<file path="src/rtl/l1_beam_trigger.sv">
// Level-1 beam trigger: 8-channel delay-and-sum beams, per-beam power threshold, windowed
// trigger-rate counters and a Wishbone register file. Define L1_TRIGGER_DEBUG_EN to export beam_metric_o.
module l1_beam_trigger #(
    parameter int              NBEAMS          = 2,
    parameter longint unsigned TRIGGER_CLOCKS  = 64'd37500000000,
    parameter int              HOLDOFF_CLOCKS  = 16,
    parameter int              START_THRESHOLD = 3500
) (
    input  logic              aclk,
    input  logic              aresetn,
    input  logic              wb_cyc_i,
    input  logic              wb_stb_i,
    input  logic              wb_we_i,
    input  logic [21:0]       wb_adr_i,
    input  logic [31:0]       wb_dat_i,
    input  logic [3:0]        wb_sel_i,
    output logic              wb_ack_o,
    output logic              wb_err_o,
    output logic              wb_rty_o,
    output logic [31:0]       wb_dat_o,
    input  logic [7:0][95:0]  dat_i,
    output logic [NBEAMS-1:0] trigger_o
`ifdef L1_TRIGGER_DEBUG_EN
    ,
    output logic [NBEAMS-1:0][17:0] beam_metric_o
`endif
);

    localparam int CW = $clog2(TRIGGER_CLOCKS + 64'd1);
    localparam int HW = (HOLDOFF_CLOCKS < 1) ? 1 : $clog2(HOLDOFF_CLOCKS + 1);
    localparam logic [CW-1:0] WIN_LAST  = CW'(TRIGGER_CLOCKS - 64'd1);
    localparam logic [HW-1:0] HOLD_LOAD = HW'(HOLDOFF_CLOCKS);
    localparam logic [17:0]   START_TH  = 18'(START_THRESHOLD);

    typedef enum logic [1:0] {WIN_IDLE, WIN_RUN, WIN_DONE} win_state_t;

    // Data path registers
    logic [7:0][95:0]   prev_dat_q, prev_dat_d;
    logic signed [14:0] beam_q [NBEAMS][8];
    logic signed [14:0] beam_d [NBEAMS][8];
    logic [17:0]        metric_q [NBEAMS];
    logic [17:0]        metric_d [NBEAMS];
    logic [NBEAMS-1:0]  trig_q, trig_d;

    // Register file and counting state
    logic [17:0]        stage_q [NBEAMS];
    logic [17:0]        stage_d [NBEAMS];
    logic [17:0]        pend_q [NBEAMS];
    logic [17:0]        pend_d [NBEAMS];
    logic [17:0]        act_q [NBEAMS];
    logic [17:0]        act_d [NBEAMS];
    logic [31:0]        count_q [NBEAMS];
    logic [31:0]        count_d [NBEAMS];
    logic [HW-1:0]      hold_q [NBEAMS];
    logic [HW-1:0]      hold_d [NBEAMS];
    win_state_t         win_q, win_d;
    logic [CW-1:0]      win_cnt_q, win_cnt_d;
    logic               wb_ack_q, wb_ack_d;
    logic [31:0]        wb_dat_q, wb_dat_d;

    // Combinational helpers
    logic signed [11:0] hist [8][16];
    logic signed [14:0] acc;
    logic [14:0]        mag;
    logic [18:0]        sum;
    logic               wb_req, wr, rd, ctrl_hit, start, apply, bhit;
    logic [1:0]         blk;
    logic [7:0]         idx;
    logic               unused_ok;

    assign unused_ok = ^{wb_sel_i, wb_adr_i[21:12], wb_adr_i[1:0]};

    // History index 8..15 is the current word, 0..7 the previous one; delay d reaches back d samples.
    always_comb begin
        prev_dat_d = dat_i;
        acc        = '0;
        for (int c = 0; c < 8; c++) begin
            for (int s = 0; s < 8; s++) begin
                hist[c][s]     = prev_dat_q[c][s*12 +: 12];
                hist[c][s + 8] = dat_i[c][s*12 +: 12];
            end
        end
        for (int b = 0; b < NBEAMS; b++) begin
            for (int s = 0; s < 8; s++) begin
                acc = '0;
                for (int c = 0; c < 8; c++) begin
                    acc = acc + 15'(hist[c][8 + s - ((b * c) % 8)]);
                end
                beam_d[b][s] = acc;
            end
        end
    end

    always_comb begin
        mag = '0;
        sum = '0;
        for (int b = 0; b < NBEAMS; b++) begin
            sum = '0;
            for (int s = 0; s < 8; s++) begin
                mag = beam_q[b][s][14] ? 15'(-beam_q[b][s]) : 15'(beam_q[b][s]);
                sum = sum + 19'(mag);
            end
            metric_d[b] = sum[18] ? 18'h3FFFF : sum[17:0];
            trig_d[b]   = metric_q[b] > act_q[b];
        end
    end

    // Wishbone: a request is refused while its predecessor's ack is still high.
    always_comb begin
        wb_req   = wb_cyc_i & wb_stb_i & ~wb_ack_q;
        wr       = wb_req & wb_we_i;
        rd       = wb_req & ~wb_we_i;
        blk      = wb_adr_i[11:10];
        idx      = wb_adr_i[9:2];
        ctrl_hit = (blk == 2'd0) && (idx == 8'd0);
        start    = wr & ctrl_hit & wb_dat_i[0];
        apply    = wr & ctrl_hit & wb_dat_i[1];
        wb_ack_d = wb_req;
        wb_dat_d = '0;
        bhit     = 1'b0;
        if (rd && ctrl_hit) begin
            wb_dat_d = {30'd0, win_q == WIN_RUN, win_q == WIN_DONE};
        end
        for (int b = 0; b < NBEAMS; b++) begin
            stage_d[b] = stage_q[b];
            pend_d[b]  = pend_q[b];
            act_d[b]   = act_q[b];
            bhit       = (idx == 8'(b));
            if (wr && blk == 2'd1 && bhit) stage_d[b] = wb_dat_i[17:0];
            if (wr && blk == 2'd2 && bhit && wb_dat_i[0]) pend_d[b] = stage_q[b];
            if (apply) act_d[b] = pend_q[b];
            if (rd && blk == 2'd1 && bhit) wb_dat_d = count_q[b];
            if (rd && blk == 2'd2 && bhit) wb_dat_d = {14'd0, act_q[b]};
        end
    end

    // Window runs for exactly TRIGGER_CLOCKS cycles; a start write restarts it from any state.
    always_comb begin
        win_d     = win_q;
        win_cnt_d = win_cnt_q;
        case (win_q)
            WIN_RUN: begin
                if (win_cnt_q == WIN_LAST) win_d = WIN_DONE;
                else                       win_cnt_d = win_cnt_q + CW'(1);
            end
            default: ;
        endcase
        if (start) begin
            win_d     = WIN_RUN;
            win_cnt_d = '0;
        end
        for (int b = 0; b < NBEAMS; b++) begin
            count_d[b] = count_q[b];
            hold_d[b]  = (hold_q[b] != '0) ? hold_q[b] - HW'(1) : hold_q[b];
            if (start) begin
                count_d[b] = '0;
                hold_d[b]  = '0;
            end else if (win_q == WIN_RUN && trig_q[b] && hold_q[b] == '0) begin
                count_d[b] = (count_q[b] == 32'hFFFF_FFFF) ? count_q[b] : count_q[b] + 32'd1;
                hold_d[b]  = HOLD_LOAD;
            end
        end
    end

    always_ff @(posedge aclk or negedge aresetn) begin
        if (!aresetn) begin
            prev_dat_q <= '0;
            trig_q     <= '0;
            win_q      <= WIN_IDLE;
            win_cnt_q  <= '0;
            wb_ack_q   <= 1'b0;
            wb_dat_q   <= '0;
            for (int b = 0; b < NBEAMS; b++) begin
                for (int s = 0; s < 8; s++) beam_q[b][s] <= '0;
                metric_q[b] <= '0;
                stage_q[b]  <= START_TH;
                pend_q[b]   <= START_TH;
                act_q[b]    <= START_TH;
                count_q[b]  <= '0;
                hold_q[b]   <= '0;
            end
        end else begin
            prev_dat_q <= prev_dat_d;
            trig_q     <= trig_d;
            win_q      <= win_d;
            win_cnt_q  <= win_cnt_d;
            wb_ack_q   <= wb_ack_d;
            wb_dat_q   <= wb_dat_d;
            for (int b = 0; b < NBEAMS; b++) begin
                for (int s = 0; s < 8; s++) beam_q[b][s] <= beam_d[b][s];
                metric_q[b] <= metric_d[b];
                stage_q[b]  <= stage_d[b];
                pend_q[b]   <= pend_d[b];
                act_q[b]    <= act_d[b];
                count_q[b]  <= count_d[b];
                hold_q[b]   <= hold_d[b];
            end
        end
    end

    assign trigger_o = trig_q;
    assign wb_ack_o  = wb_ack_q;
    assign wb_dat_o  = wb_dat_q;
    assign wb_err_o  = 1'b0;
    assign wb_rty_o  = 1'b0;

`ifdef L1_TRIGGER_DEBUG_EN
    always_comb begin
        for (int b = 0; b < NBEAMS; b++) beam_metric_o[b] = metric_q[b];
    end
`endif

endmodule

</file>
<file path="config.mk">
export PLATFORM = sky130hd
export DESIGN_NAME = l1_beam_trigger
export DESIGN_NICKNAME = d
export VERILOG_FILES = /design/src/rtl/l1_beam_trigger.sv
export SDC_FILE = /design/constraint.sdc
export NUM_CORES = 2
export LEC_CHECK = 0
export ABC_AREA = 0
export CAP_MARGIN = 20
export CORE_MARGIN = 2
export CORE_UTILIZATION = 45
export CTS_CLUSTER_SIZE = 30
export DETAILED_ROUTE_END_ITERATION = 12
export GPL_ROUTABILITY_DRIVEN = 0
export PLACE_DENSITY = 0.69
export SETUP_SLACK_MARGIN = 0.05
export SLEW_MARGIN = 5
export SYNTH_ARGS = -nofsm -noshare
export SYNTH_HDL_FRONTEND = slang
export SYNTH_SLANG_ARGS = --single-unit
</file>
<file path="constraint.sdc">
create_clock -name aclk -period 15.6 [get_ports aclk]
set_input_delay 1.56 -clock aclk [delete_from_list [all_inputs] [get_ports aclk]]
set_output_delay 1.56 -clock aclk [all_outputs]
set_load 0.05 [all_outputs]
</file>
==> impl_metrics.py <==
metrics = {
    "yosys": {
        "yosys.cell_types.count": 83,
        "synth_area_mm2": 0.0764,
        "yosys_register_bits": 867,
        "ys_seq_area_share_pct": 28.5,
        "synthArstFlopShare_pct": 100,
        "syn_area_per_cell_um2": 11.2,
        "synth_cells": 6829,
        "synth_edf_count": 0,
        "synth_ff_type": "dfrtp_1",
        "yosysWarnings": 0,
    },
    "cts": {
        "cts_root_buf": "clkbuf_16",
        "htreeDepth": 3,
        "cts_tree": "yes",
        "post-cts-setup-buffers": 0,
        "cts_max_path_buffers": 3,
        "cts_buffers": 103,
        "cts_hold_buf": 0,
        "clk_latency_ps": 790,
        "path_clk_slew_ps": 60,
        "cts_resized": 0,
        "cts.sinks": 867,
    },
    "run_status": {
        "outcome": "completed",
    },
    "critical_path": {
        "crit_type": "in2reg",
        "critPathRequiredTime_ps": 16190,
        "endpoint_kind": "flop",
        "crit_fanout": 3,
        "critical-path-top-delay-family": "adder cells",
        "cp.arrival_ps": 7460,
        "crit_top_cell": "fa_1",
        "max_stage_delay_ps": 720,
        "cp_slowest_cell": "clkdlybuf4s50_1",
        "path_buf_inv": 4,
        "crit_chain": "clkdlybuf4s50_1 -> fa_1 -> inv_1 -> fa_1 -> fa_1 -> fa_1 -> inv_1 -> ha_1 -> inv_1 -> fa_1 -> nor2b_1 -> o31ai_1 -> a21oi_1 -> a211oi_1 -> a21oi_1 -> xnor2_1",
        "crit_path_start_kind": "input port",
    },
    "floorplanning": {
        "std_cell_rows": 151,
        "start_util_pct": 45.2,
        "die_y_um": 416,
        "ios": 868,
        "coreArea_mm2": 0.169,
        "die_x_um": 416,
        "fp.dieArea_mm2": 0.173,
    },
    "cells_and_area": {
        "final_nets": 10262,
        "drive_gt1_share_pct": 5.43,
        "area_growth_pct": 19.5,
    },
    "route": {
        "drt-initial-drc-count": 5376,
        "wirelength_um": 302000,
        "drc": 0,
        "wl_per_cell_um": 30.1,
        "dr.pass1.iters": 9,
        "vias": 54904,
        "drt-vias-per-instance": 5.46,
        "final_antenna_net_count": 0,
    },
    "grt": {
        "gr-usage-all-layers_pct": 35.7,
        "overflow": 0,
        "grt_max_degree": 177,
        "first_global_vias": 58821,
        "grt_pass1_wl_um": 427000,
        "antenna_found_initial": 57,
    },
    "sta": {
        "relSlewSlack_pct": 25.4,
        "finClkSkew_ps": 49.9,
        "finalHoldViolCount": 0,
        "finalCritPeriodShare_pct": 44.0,
        "fmax_mhz": 146,
        "setup_tns_ps": 0,
        "finalMaxSlewViolations": 0,
        "tightest_slew_ps": 1100,
        "setup_violations": 0,
        "rsz0062_at_grt": "false",
        "finalCriticalPeriod_ps": 6860,
    },
    "run": {
        "cap_violations": 0,
    },
    "place": {
        "numPortBuffers": 835,
        "hpwl_um": 264000,
    },
    "min_path": {
        "worstHoldPathType": "reg2reg",
    },
}
==> state kept, by name (all words and copies together) (netlist names), 36 cells and up <==
register   count
hist         336
beam_q       240
count_q       64
act_q         36
metric_q      36
pend_q        36
stage_q       36
win_cnt_q     36
==> placed cells by master, fill, tap and decap left out, drive strengths merged, types with 36 or more instances in the layout <==
cell,synthesis,final
nand4,43,43
nor4,36,36
or3,74,74
clkdlybuf4s50,0,834
nor2b,44,44
a21o,64,64
and3,42,42
nand2,239,239
o21ai,142,142
mux2,115,115
fa,1378,1378
clkbuf,52,140
xor2,141,141
dfstp,42,42
ha,333,333
o31ai,64,64
dfrtp,825,825
xnor2,352,352
nand3,96,96
a21oi,152,152
nor2,255,255
nor3,101,101
inv,1802,1809
==> worst register-to-register path, delay by kind of cell, from the launching register on <==
family	cells	cell delay, ps
fa+ha+maj	6	2620
simple gates	5	2250
flops	1	460
xor+xnor	1	460
compound gates	3	400
buf+inv	4	260
==> final timing paths <==
path                                      end  slack (ps)        start  cells past startpoint
worst min register to register     pend_q[24]         500  stage_q[24]                      1
worst max-delay path              beam_q[149]        8740    dat_i[74]                     16
worst min-delay path               pend_q[24]         500  stage_q[24]                      1
worst max register to register   metric_q[16]        8960  beam_q[105]                     19
max in group asynchronous           hist[113]       11510      aresetn                      4
min in group asynchronous       win_cnt_q[19]         870      aresetn                      1
==> logic make-up after synthesis <==
group           count (synthesis)  share of synthesized area (%)
mux                           127                           1.85
flops                         867                           28.5
fa+ha+maj                    1711                           41.6
simple gates                 1089                           7.39
other cells                     1                        0.00491
xor+xnor                      493                           5.65
compound gates                668                           5.82
buf+inv                      1873                           9.25
==> layer usage <==
layer	vias to the layer above	global-route usage, %	share of wire (%)
met3	1079	7.11	7.2
met1	27882	38.8	33
met5	-	0	0.088
met4	44	38.4	14
met2	3102	56.3	46
li1	22797	-	-
==> cell type report <==
type                    instances  area [µm²]
clock buffers                 140        2960
well taps                    2218        2780
repair buffers                856        8550
multi-input cells            4090       47600
inverters                    1802        6760
fillers                     14270       77800
clock inverters                53         830
flip-flops and latches        867       21700
diodes                         22        55.1
==> cell usage after synthesis (35+ instances only) <==
library cell  instances  area (µm²)
inv_1              1802        6760
a21o_1               64         480
fa_1               1378       27600
nand2b_1             35         219
o21ai_0             140         701
nand2_1             239         897
nor2b_1              44         275
clkbuf_1             51         191
nand4_1              42         263
nor2_1              255         957
xnor2_1             352        3080
or3_1                71         444
ha_1                333        4170
nand3_1              96         480
o211ai_1             35         263
o31ai_1              64         480
dfrtp_1             825       20600
mux2_2              115        1290
xor2_1              141        1230
dfstp_2              42        1100
a21oi_1             152         761
and3_1               38         238
nor3_1              101         505
==> per-stage QoR <==
step	hold WS [ps]	util (%)	area (µm²)	worst slack, ps	cells
final	499	54.0	91300	8740	10048
after global routing	503	54.0	91300	8740	10039
after CTS	497	53.9	91200	8830	10025
after detailed placement	486	51.7	87400	8020	9832
after global placement	480	51.7	87400	8090	9831
after floorplan	463	-	76400	9880	6830
Power is left out: the tool's default activity adds up to more than one toggle a clock period on the data nets, which glitch-free logic cannot reach.
